--- config.mk ---
export PLATFORM = sky130hd
export DESIGN_NAME = ddr_burst_sched
export DESIGN_NICKNAME = d
export VERILOG_FILES = /design/src/rtl/ddr_sched_pkg.sv /design/src/rtl/ddr_addr_wrap.sv /design/src/rtl/ddr_burst_sched.sv
export SDC_FILE = /design/constraint.sdc
export NUM_CORES = 1
export LEC_CHECK = 0
export BUFFER_PORTS_ARGS = -buffer_cell sky130_fd_sc_hd__buf_2
export CAP_MARGIN = 20
export CORE_ASPECT_RATIO = 1.2
export CORE_MARGIN = 5
export CORE_UTILIZATION = 59
export DETAILED_ROUTE_END_ITERATION = 8
export HOLD_SLACK_MARGIN = 0.02
export PLACE_DENSITY = 0.85
export REMOVE_ABC_BUFFERS = 1
export SYNTH_ARGS = -nofsm -noshare
export SYNTH_HDL_FRONTEND = slang
export SYNTH_SLANG_ARGS = --single-unit
--- constraint.sdc ---
create_clock -name clk -period 9 [get_ports clk]
set_input_delay 1.8 -clock clk [delete_from_list [all_inputs] [get_ports clk]]
set_output_delay 1.8 -clock clk [all_outputs]
set_load 0.005 [all_outputs]
--- src/rtl/ddr_sched_pkg.sv ---
// ddr_sched_pkg
// Shared definitions for the DDR burst scheduler:
//   sched_state_t  - scheduler FSM states (IDLE, ISSUE, WAIT)
//   AXI_BYTES      - bytes per beat for the default 64-bit AXI width
//   AXI_SHIFT      - log2(AXI_BYTES) for the default width
//   axi_shift()    - log2 of bytes per beat for an arbitrary AXI width
//   wrap_next()    - next burst start address with window wrap
package ddr_sched_pkg;

  typedef enum logic [1:0] {
    IDLE  = 2'd0,
    ISSUE = 2'd1,
    WAIT  = 2'd2
  } sched_state_t;

  localparam int AXI_BYTES = 8;
  localparam int AXI_SHIFT = 3;

  function automatic int axi_shift(input int axi_width);
    return $clog2(axi_width / 8);
  endfunction

  // Address arithmetic is done in 34 bits so that both the advanced pointer
  // and the last byte of the following burst are exact for any address
  // width up to 31 bits. A burst that would cross end_a, or a pointer that
  // leaves the addr_w-bit space, restarts at beg: tail fragments shorter
  // than a full burst are never issued.
  function automatic logic [31:0] wrap_next(
    input logic [31:0] ptr,
    input logic [31:0] beg,
    input logic [31:0] end_a,
    input logic [7:0]  len,
    input int          shift,
    input int          addr_w
  );
    logic [33:0] bytes;
    logic [33:0] nxt;
    logic [33:0] last;
    logic [33:0] lim;
    bytes = ({26'd0, len} + 34'd1) << shift;
    nxt   = {2'b00, ptr} + bytes;
    last  = nxt + bytes - 34'd1;
    lim   = 34'd1 << addr_w;
    if ((nxt >= lim) || (last > {2'b00, end_a}))
      return beg;
    return nxt[31:0];
  endfunction

endpackage

--- src/rtl/ddr_addr_wrap.sv ---
// ddr_addr_wrap
// Per-channel burst pointer. Loads beg_addr on init or clr (these win over
// an advance in the same cycle), otherwise steps by one burst on adv and
// wraps back to beg_addr when the next full burst would leave the window.
// Ports:
//   clk, rst_n      clock, asynchronous active-low reset
//   init            first cycle after reset release: load beg_addr
//   clr             software reload of the pointer
//   adv             a command from this channel was accepted
//   beg_addr        window start (byte address)
//   end_addr        window last byte, inclusive
//   burst_len       beats minus 1 of the burst being advanced over
//   ptr             current burst start address
module ddr_addr_wrap
  import ddr_sched_pkg::*;
#(
  parameter int ADDR_W = 30,
  parameter int SHIFT  = 3
) (
  input  logic              clk,
  input  logic              rst_n,
  input  logic              init,
  input  logic              clr,
  input  logic              adv,
  input  logic [ADDR_W-1:0] beg_addr,
  input  logic [ADDR_W-1:0] end_addr,
  input  logic [7:0]        burst_len,
  output logic [ADDR_W-1:0] ptr
);

  localparam int PAD = 32 - ADDR_W;

  logic [ADDR_W-1:0] ptr_reg;
  logic [ADDR_W-1:0] ptr_next;
  logic [31:0]       wrapped;
  logic              unused_hi;

  assign wrapped = wrap_next({{PAD{1'b0}}, ptr_reg},
                             {{PAD{1'b0}}, beg_addr},
                             {{PAD{1'b0}}, end_addr},
                             burst_len, SHIFT, ADDR_W);
  // wrap_next never returns anything above the window, so the top bits are zero.
  assign unused_hi = ^wrapped[31:ADDR_W];

  always_comb begin
    ptr_next = ptr_reg;
    if (init || clr)
      ptr_next = beg_addr;
    else if (adv)
      ptr_next = wrapped[ADDR_W-1:0];
  end

  always_ff @(posedge clk or negedge rst_n) begin
    if (!rst_n)
      ptr_reg <= '0;
    else
      ptr_reg <= ptr_next;
  end

  assign ptr = ptr_reg;

endmodule

--- src/rtl/ddr_burst_sched.sv ---
// ddr_burst_sched
// Burst scheduler between the user read/write FIFOs and the AXI master
// engine. Decides when a write or read burst is due, round-robins on a tie,
// issues one command at a time and waits for the engine's done pulse.
// Optional macro DDR_BURST_SCHED_PERF_EN adds perf_wr_bursts, perf_rd_bursts
// and perf_wait_max counters.
// Ports:
//   clk, rst_n                   ui_clk, asynchronous active-low reset
//   calib_done                   DDR3 calibration done; gates new commands
//   wr_beg/end_addr, wr_burst_len write window and beats-1
//   rd_beg/end_addr, rd_burst_len read window and beats-1
//   rd_mem_enable                read gate
//   wr_addr_clr, rd_addr_clr     reload pointer to window start
//   wr_fifo_cnt, rd_fifo_space   FIFO levels in AXI words
//   cmd_valid/cmd_ready          command handshake
//   cmd_is_wr, cmd_addr, cmd_len command fields
//   cmd_done                     burst completion pulse from the engine
//   busy                         command outstanding
module ddr_burst_sched
  import ddr_sched_pkg::*;
#(
  parameter int AXI_WIDTH = 64,
  parameter int ADDR_W    = 30,
  parameter int CNT_W     = 10
) (
  input  logic              clk,
  input  logic              rst_n,
  input  logic              calib_done,
  input  logic [ADDR_W-1:0] wr_beg_addr,
  input  logic [ADDR_W-1:0] wr_end_addr,
  input  logic [7:0]        wr_burst_len,
  input  logic [ADDR_W-1:0] rd_beg_addr,
  input  logic [ADDR_W-1:0] rd_end_addr,
  input  logic [7:0]        rd_burst_len,
  input  logic              rd_mem_enable,
  input  logic              wr_addr_clr,
  input  logic              rd_addr_clr,
  input  logic [CNT_W-1:0]  wr_fifo_cnt,
  input  logic [CNT_W-1:0]  rd_fifo_space,
  output logic              cmd_valid,
  input  logic              cmd_ready,
  output logic              cmd_is_wr,
  output logic [ADDR_W-1:0] cmd_addr,
  output logic [7:0]        cmd_len,
  input  logic              cmd_done,
`ifdef DDR_BURST_SCHED_PERF_EN
  output logic [31:0]       perf_wr_bursts,
  output logic [31:0]       perf_rd_bursts,
  output logic [15:0]       perf_wait_max,
`endif
  output logic              busy
);

  localparam int SHIFT = axi_shift(AXI_WIDTH);

  sched_state_t state_reg, state_next;

  logic              init_reg;
  logic              wr_req_reg, rd_req_reg;
  logic              rr_last_reg;   // 1: write was served last
  logic              cmd_is_wr_reg;
  logic [ADDR_W-1:0] cmd_addr_reg;
  logic [7:0]        cmd_len_reg;
  logic [CNT_W:0]    wr_need, rd_need;
  logic              win_wr;
  logic              start;
  logic              accept;

  // Channel 0 is write, channel 1 is read.
  logic [ADDR_W-1:0] ch_beg [2];
  logic [ADDR_W-1:0] ch_end [2];
  logic [ADDR_W-1:0] ch_ptr [2];
  logic              ch_clr [2];
  logic              ch_adv [2];

  // Burst size in words is compared one bit wider than the FIFO level so
  // that len+1 never truncates.
  assign wr_need = (CNT_W+1)'(wr_burst_len) + (CNT_W+1)'(1);
  assign rd_need = (CNT_W+1)'(rd_burst_len) + (CNT_W+1)'(1);

  always_ff @(posedge clk or negedge rst_n) begin
    if (!rst_n) begin
      init_reg   <= 1'b1;
      wr_req_reg <= 1'b0;
      rd_req_reg <= 1'b0;
    end else begin
      init_reg   <= 1'b0;
      wr_req_reg <= calib_done & ({1'b0, wr_fifo_cnt} >= wr_need);
      rd_req_reg <= calib_done & rd_mem_enable & ({1'b0, rd_fifo_space} >= rd_need);
    end
  end

  // On a tie the channel not served last wins.
  assign win_wr = wr_req_reg & (~rd_req_reg | ~rr_last_reg);
  assign start  = (state_reg == IDLE) & (wr_req_reg | rd_req_reg);
  assign accept = (state_reg == ISSUE) & cmd_ready;

  // FSM: state register
  always_ff @(posedge clk or negedge rst_n) begin
    if (!rst_n)
      state_reg <= IDLE;
    else
      state_reg <= state_next;
  end

  // FSM: next state
  always_comb begin
    state_next = state_reg;
    case (state_reg)
      IDLE:    if (wr_req_reg | rd_req_reg) state_next = ISSUE;
      ISSUE:   if (cmd_ready)               state_next = WAIT;
      WAIT:    if (cmd_done)                state_next = IDLE;
      default:                              state_next = IDLE;
    endcase
  end

  // FSM: outputs
  always_comb begin
    cmd_valid = 1'b0;
    busy      = 1'b0;
    case (state_reg)
      ISSUE: begin
        cmd_valid = 1'b1;
        busy      = 1'b1;
      end
      WAIT:    busy = 1'b1;
      default: ;
    endcase
  end

  // Command fields are captured once on the way into ISSUE and held until
  // the next arbitration, so they stay stable across backpressure.
  always_ff @(posedge clk or negedge rst_n) begin
    if (!rst_n) begin
      cmd_is_wr_reg <= 1'b0;
      cmd_addr_reg  <= '0;
      cmd_len_reg   <= '0;
      rr_last_reg   <= 1'b0;
    end else begin
      if (start) begin
        cmd_is_wr_reg <= win_wr;
        cmd_addr_reg  <= win_wr ? ch_ptr[0] : ch_ptr[1];
        cmd_len_reg   <= win_wr ? wr_burst_len : rd_burst_len;
      end
      if (accept)
        rr_last_reg <= cmd_is_wr_reg;
    end
  end

  assign cmd_is_wr = cmd_is_wr_reg;
  assign cmd_addr  = cmd_addr_reg;
  assign cmd_len   = cmd_len_reg;

  assign ch_beg[0] = wr_beg_addr;
  assign ch_beg[1] = rd_beg_addr;
  assign ch_end[0] = wr_end_addr;
  assign ch_end[1] = rd_end_addr;
  assign ch_clr[0] = wr_addr_clr;
  assign ch_clr[1] = rd_addr_clr;
  assign ch_adv[0] = accept &  cmd_is_wr_reg;
  assign ch_adv[1] = accept & ~cmd_is_wr_reg;

  // The pointer steps by the length of the burst just accepted.
  genvar gi;
  generate
    for (gi = 0; gi < 2; gi++) begin : g_ch
      ddr_addr_wrap #(
        .ADDR_W (ADDR_W),
        .SHIFT  (SHIFT)
      ) u_wrap (
        .clk       (clk),
        .rst_n     (rst_n),
        .init      (init_reg),
        .clr       (ch_clr[gi]),
        .adv       (ch_adv[gi]),
        .beg_addr  (ch_beg[gi]),
        .end_addr  (ch_end[gi]),
        .burst_len (cmd_len_reg),
        .ptr       (ch_ptr[gi])
      );
    end
  endgenerate

`ifdef DDR_BURST_SCHED_PERF_EN
  logic [31:0] perf_wr_reg, perf_rd_reg;
  logic [15:0] wait_cnt_reg, wait_max_reg;
  logic [15:0] wait_cur;

  // Cycles spent in ISSUE and WAIT, counting the done cycle itself.
  assign wait_cur = (wait_cnt_reg == 16'hFFFF) ? 16'hFFFF : wait_cnt_reg + 16'd1;

  always_ff @(posedge clk or negedge rst_n) begin
    if (!rst_n) begin
      perf_wr_reg  <= '0;
      perf_rd_reg  <= '0;
      wait_cnt_reg <= '0;
      wait_max_reg <= '0;
    end else begin
      if (accept &  cmd_is_wr_reg) perf_wr_reg <= perf_wr_reg + 32'd1;
      if (accept & ~cmd_is_wr_reg) perf_rd_reg <= perf_rd_reg + 32'd1;
      if (state_reg == IDLE)
        wait_cnt_reg <= '0;
      else
        wait_cnt_reg <= wait_cur;
      if ((state_reg == WAIT) && cmd_done && (wait_cur > wait_max_reg))
        wait_max_reg <= wait_cur;
    end
  end

  assign perf_wr_bursts = perf_wr_reg;
  assign perf_rd_bursts = perf_rd_reg;
  assign perf_wait_max  = wait_max_reg;
`endif

endmodule

==> flow_metrics.py, run 1 <==
metrics = {
    "timing": {
        "max_freq_mhz": 119,
        "fin_crit_ns": 8.41,
        "slew_headroom": 0.333,
        "rsz0062_at_grt": "false",
        "worstMarginPinSlew_ns": 1.00,
        "fin_crit_sh": 0.935,
        "final-setup-viol-count": 0,
        "finClkSkew_ns": 0.00681,
        "slew_violations": 0,
        "final_hold_viol_count": 0,
        "setup_tns_ns": 0,
    },
    "route": {
        "drc": 0,
        "wl_per_cell_um": 18.2,
        "routed_via_density": 6.11,
        "first_pass_iters": 6,
        "detail-route-antenna-nets": 0,
        "drt_iter0_drc": 1302,
        "via_count": 12400,
        "routed_wl_um": 37000,
    },
    "die": {
        "coreArea_mm2": 0.0211,
        "start_util": 0.603,
        "rows": 58,
        "io_pins": 205,
        "die_height_um": 171,
        "die_area_mm2": 0.0246,
        "die_w_um": 144,
    },
    "clocking": {
        "hold_buffers": 0,
        "clock_sinks": 105,
        "cts_tree": "yes",
        "htree_levels": 3,
        "clockBufferDepth": 2,
        "path_clk_slew_ns": 0.08,
        "clock_latency_ns": 0.36,
        "cts_made_buffers": 9,
        "cts_root_buffer": "clkbuf_16",
    },
    "setup_path": {
        "cp_max_fo": 16,
        "critPathRequiredTime_ns": 9.27,
        "r2r_start": "cmd_len[0]",
        "reg2reg_depth": 36,
        "crit_top_cell": "ha_1",
        "cpPeakStageDelay_ns": 0.55,
        "critPathCapture": "g_ch[0].u_wrap.ptr[4]",
        "r2r_setup_slack_ns": 0.59,
        "crit_slowest_cell": "dfrtp_1",
        "r2r_end": "g_ch[0].u_wrap.ptr[4]",
        "critPathLaunch": "cmd_len[0]",
        "endpoint_kind": "register",
        "crit_type": "reg2reg",
        "start_kind": "register",
        "cp.arrival_ns": 8.68,
    },
    "yosys": {
        "ys_seq_area_frac": 0.207,
        "synth_mux_area_frac": 0.0490,
        "synthTopCellsByCount": "inv_1, ha_1, nand2_1",
        "synth_top_area_frac": 0.204,
        "ys_types": 92,
        "netlist_instances": 1577,
        "synth-seq-cells": 105,
        "synth_top_family_by_area": "compound AO/OA/AOI/OAI gates",
        "synth_edf_count": 0,
        "synth_most_common_cell": "inv_1",
        "synthFlopType": "dfrtp_1",
        "synth_fa_ha_area_frac": 0.172,
        "synth_async_sr_flop_share": 1.00,
        "yosysWarnings": 0,
        "synthSimpleGateAreaFrac": 0.173,
        "synthTopCellsByArea": "dfrtp_1, ha_1, xnor2_1, inv_1, nand2_1",
        "avgSynthCellArea_um2": 8.07,
        "synth_xor_area_frac": 0.0913,
        "synth_top_area_cell": "dfrtp_1",
        "synth_area_mm2": 0.0127,
        "synth_compound_area_frac": 0.237,
    },
    "global_routing": {
        "first_global_vias": 12000,
        "grt_antenna_before_repair": 1,
        "track_usage": 0.292,
        "gr-total-overflow": 0,
        "grt_max_degree": 78,
        "grt_pass1_wl_um": 58500,
    },
    "hold_path": {
        "hold_class": "reg2reg",
        "min_path_cells": 2,
    },
    "placement": {
        "io_buffers": 204,
        "place_congestion": 0.976,
        "dp_hpwl_um": 29900,
    },
    "finish": {
        "fillers": 1793,
        "final_layout_size_suffix_gt1_frac": 0.163,
        "largest_register_ffs": 60,
        "area_delta_synth_final_pct": 12.5,
        "finalNetCount": 2090,
    },
    "run": {
        "drv_cap": 0,
    },
    "outcome": {
        "outcome": "complete, no violations",
    },
}
layout make-up:
class / count / area, um2 / share of cell area
Multi-Input combinational cell: 1244 / 9270 / 0.647
Sequential cell: 105 / 2630 / 0.184
Timing Repair Buffer: 217 / 1120 / 0.0783
Inverter: 176 / 661 / 0.0461
Tap cell: 270 / 338 / 0.0236
Clock buffer: 10 / 239 / 0.0167
Clock inverter: 6 / 61.3 / 0.00428
Antenna cell: 2 / 5.00 / 0.000349
critical path, delay by kind of cell, from the launching register on:
family | cells | cell delay (ns)
AOI/OAI and AO/OA | 14 | 2.88
and+or+nand+nor | 11 | 2.24
adders and majority gates | 5 | 1.48
xor gates and xnor gates | 3 | 0.67
DFF | 1 | 0.55
buffers and inverters | 2 | 0.35
muxes | 1 | 0.14
per-layer routing:
metal,track usage,share of wire,vias up
li1,-,-,6020
met1,0.372,0.39,5763
met2,0.496,0.49,534
met3,0.0266,0.071,94
met4,0.142,0.050,0
met5,0,0,-
worst min-delay path by stage:
stage	from	to	slack, ns
2_1_floorplan	rr_last_reg	rr_last_reg	0.45
3_3_place_gp	cmd_addr[27]	cmd_addr[27]	0.46
3_5_place_dp	cmd_addr[24]	cmd_addr[24]	0.47
4_1_cts	cmd_addr[24]	cmd_addr[24]	0.48
5_1_grt	cmd_addr[5]	cmd_addr[5]	0.51
6_report	cmd_addr[13]	cmd_addr[13]	0.48
metrics by stage:
step	util	worst slack, ns	area [um2]	instances	hold slack (ns)
finish	0.678	0.588	14300	2030	0.482
detailed placement	0.662	0.311	14000	2011	0.465
CTS	0.676	0.223	14300	2027	0.482
global placement	0.662	0.544	14000	2011	0.458
global route	0.678	0.00227	14300	2029	0.511
floorplan	-	1.24	12500	1524	0.449
kinds of logic after synthesis:
family / after synthesis
AND/OR/NAND/NOR: 445
AO/OA/AOI/OAI: 435
buffers and inverters: 229
adder cells (fa/ha/maj): 173
XOR/XNOR: 128
flip-flops: 105
multiplexers: 61
other: 1
what timing repair did:
action,CTS,global route
resized for setup,0,6
buffers inserted,0,0
endpoints found under the setup margin,0,59
layout by cell type (no fill, tap or decap), types with 39 or more instances in the layout:
cell	Yosys	layout
buf_2	8	203
inv_1	175	175
ha_1	169	169
nand2_1	145	145
dfrtp_1	104	104
a21oi_1	100	99
o21ai_0	90	90
nor2_1	82	82
xnor2_1	78	78
a21o_1	58	58
mux2i_1	50	50
xor2_1	46	46
nand3_1	39	39
Power of run 1 is not shown: default switching activity piles up to over one toggle a cycle in this logic, so the estimate is an artifact.
==> run 2: changes to the inputs <==
Settings changed: CORE_UTILIZATION 59 to 45, PLACE_DENSITY 0.85 to 0.68.
==> flow_metrics.py, run 2 (same netlist as run 1, synthesis figures left out) <==
metrics = {
    "die": {
        "die_area_mm2": 0.0318,
        "start_util": 0.456,
        "io_pins": 205,
        "rows": 67,
        "die_height_um": 194,
        "coreArea_mm2": 0.0279,
        "die_w_um": 164,
    },
    "timing": {
        "final_hold_viol_count": 0,
        "fin_crit_sh": 0.923,
        "setup_slack_ns": 0.697,
        "whs_ns": 0.474,
        "setup_tns_ns": 0,
        "slew_violations": 0,
        "max_freq_mhz": 120,
        "fin_crit_ns": 8.30,
        "slew_headroom": 0.428,
        "rsz0062_at_grt": "false",
        "final-setup-viol-count": 0,
        "worstMarginPinSlew_ns": 0.854,
        "finClkSkew_ns": 0.00927,
    },
    "run": {
        "drv_cap": 0,
    },
    "global_routing": {
        "gr-total-overflow": 0,
        "track_usage": 0.229,
        "grt_pass1_wl_um": 59500,
        "grt_max_degree": 78,
        "first_global_vias": 11600,
        "grt_antenna_before_repair": 1,
    },
    "clocking": {
        "clockBufferDepth": 2,
        "hold_buffers": 0,
        "cts_tree": "yes",
        "cts_made_buffers": 9,
        "clock_sinks": 105,
        "clock_latency_ns": 0.36,
        "htree_levels": 3,
        "path_clk_slew_ns": 0.07,
        "cts_root_buffer": "clkbuf_16",
    },
    "route": {
        "detail-route-antenna-nets": 0,
        "routed_via_density": 5.56,
        "drt_iter0_drc": 777,
        "via_count": 11900,
        "wl_per_cell_um": 17.3,
        "first_pass_iters": 5,
        "routed_wl_um": 37100,
        "drc": 0,
    },
    "setup_path": {
        "crit_top_cell": "a21o_1",
        "crit_slowest_cell": "dfrtp_1",
        "cp_max_fo": 11,
        "r2r_end": "g_ch[1].u_wrap.ptr[8]",
        "crit_family": "compound AO/OA/AOI/OAI gates",
        "r2r_setup_slack_ns": 0.70,
        "start_kind": "register",
        "reg2reg_depth": 30,
        "critPathLaunch": "cmd_len[0]",
        "r2r_start": "cmd_len[0]",
        "crit_type": "reg2reg",
        "cp.arrival_ns": 8.50,
        "worst-path-buf-inv": 3,
        "endpoint_kind": "register",
        "cpPeakStageDelay_ns": 0.54,
        "critPathRequiredTime_ns": 9.19,
    },
    "finish": {
        "finalNetCount": 2092,
        "final_util": 0.518,
        "largest_register_ffs": 60,
        "final_layout_size_suffix_gt1_frac": 0.164,
        "final_cell_mix": "buf_2, inv_1, ha_1",
        "final_common_cell": "buf_2",
        "area_delta_synth_final_pct": 13.6,
    },
    "placement": {
        "io_buffers": 204,
        "place_congestion": 0.876,
        "place_ws_ns": 0.0887,
        "dp_hpwl_um": 30500,
    },
    "outcome": {
        "outcome": "complete, no violations",
    },
    "hold_path": {
        "min_path_cells": 2,
        "hold_class": "reg2reg",
        "hp-start": "cmd_addr[20]",
        "min_to": "cmd_addr[20]",
    },
}
## run 2: area by class of cell
class                           instances  area (um2)
Fill cell                            2689       13500
Multi-Input combinational cell       1243        9250
Sequential cell                       105        2630
Timing Repair Buffer                  220        1140
Inverter                              176         661
Tap cell                              379         474
Clock buffer                           12         246
Clock inverter                          4        51.3
Antenna cell                            1        2.50
## run 2: worst min-delay path, delay by kind of cell (launching register included)
kind,cells,cell delay (ns)
AND/OR/NAND/NOR,1,0.04
AO/OA/AOI/OAI,1,0.06
flip-flops,1,0.34
## run 2: worst max-delay path by stage
| stage | cells past startpoint | slack, ns | to |
|---|---|---|---|
| after global placement | 30 | 0.35 | g_ch[1].u_wrap.ptr[8] |
| after global routing | 30 | 0.04 | g_ch[1].u_wrap.ptr[5] |
| after detailed placement | 32 | 0.09 | g_ch[1].u_wrap.ptr[4] |
| after CTS | 32 | 0.04 | g_ch[1].u_wrap.ptr[8] |
| final | 30 | 0.70 | g_ch[1].u_wrap.ptr[8] |
| after floorplan | 34 | 1.24 | g_ch[0].u_wrap.ptr[0] |
## run 2: layer usage
layer | global-route usage | share of wire | up-vias
met5 | 0 | 0 | -
li1 | - | - | 6016
met2 | 0.387 | 0.49 | 313
met1 | 0.302 | 0.43 | 5513
met4 | 0.0833 | 0.036 | 0
met3 | 0.0236 | 0.048 | 51
## run 2: through the flow
step                      cell area (um2)  cells
after floorplan                     12500   1524
after detailed placement            14100   2122
final                               14500   2140
after global routing                14500   2140
after global placement              14100   2122
after CTS                           14400   2138
## run 2: what timing repair did
action                                  in CTS  in global routing
resized for setup                            0                  6
endpoints found under the setup margin       0                 54
setup buffers                                0                  1
Power of run 2 is left out for the same reason.
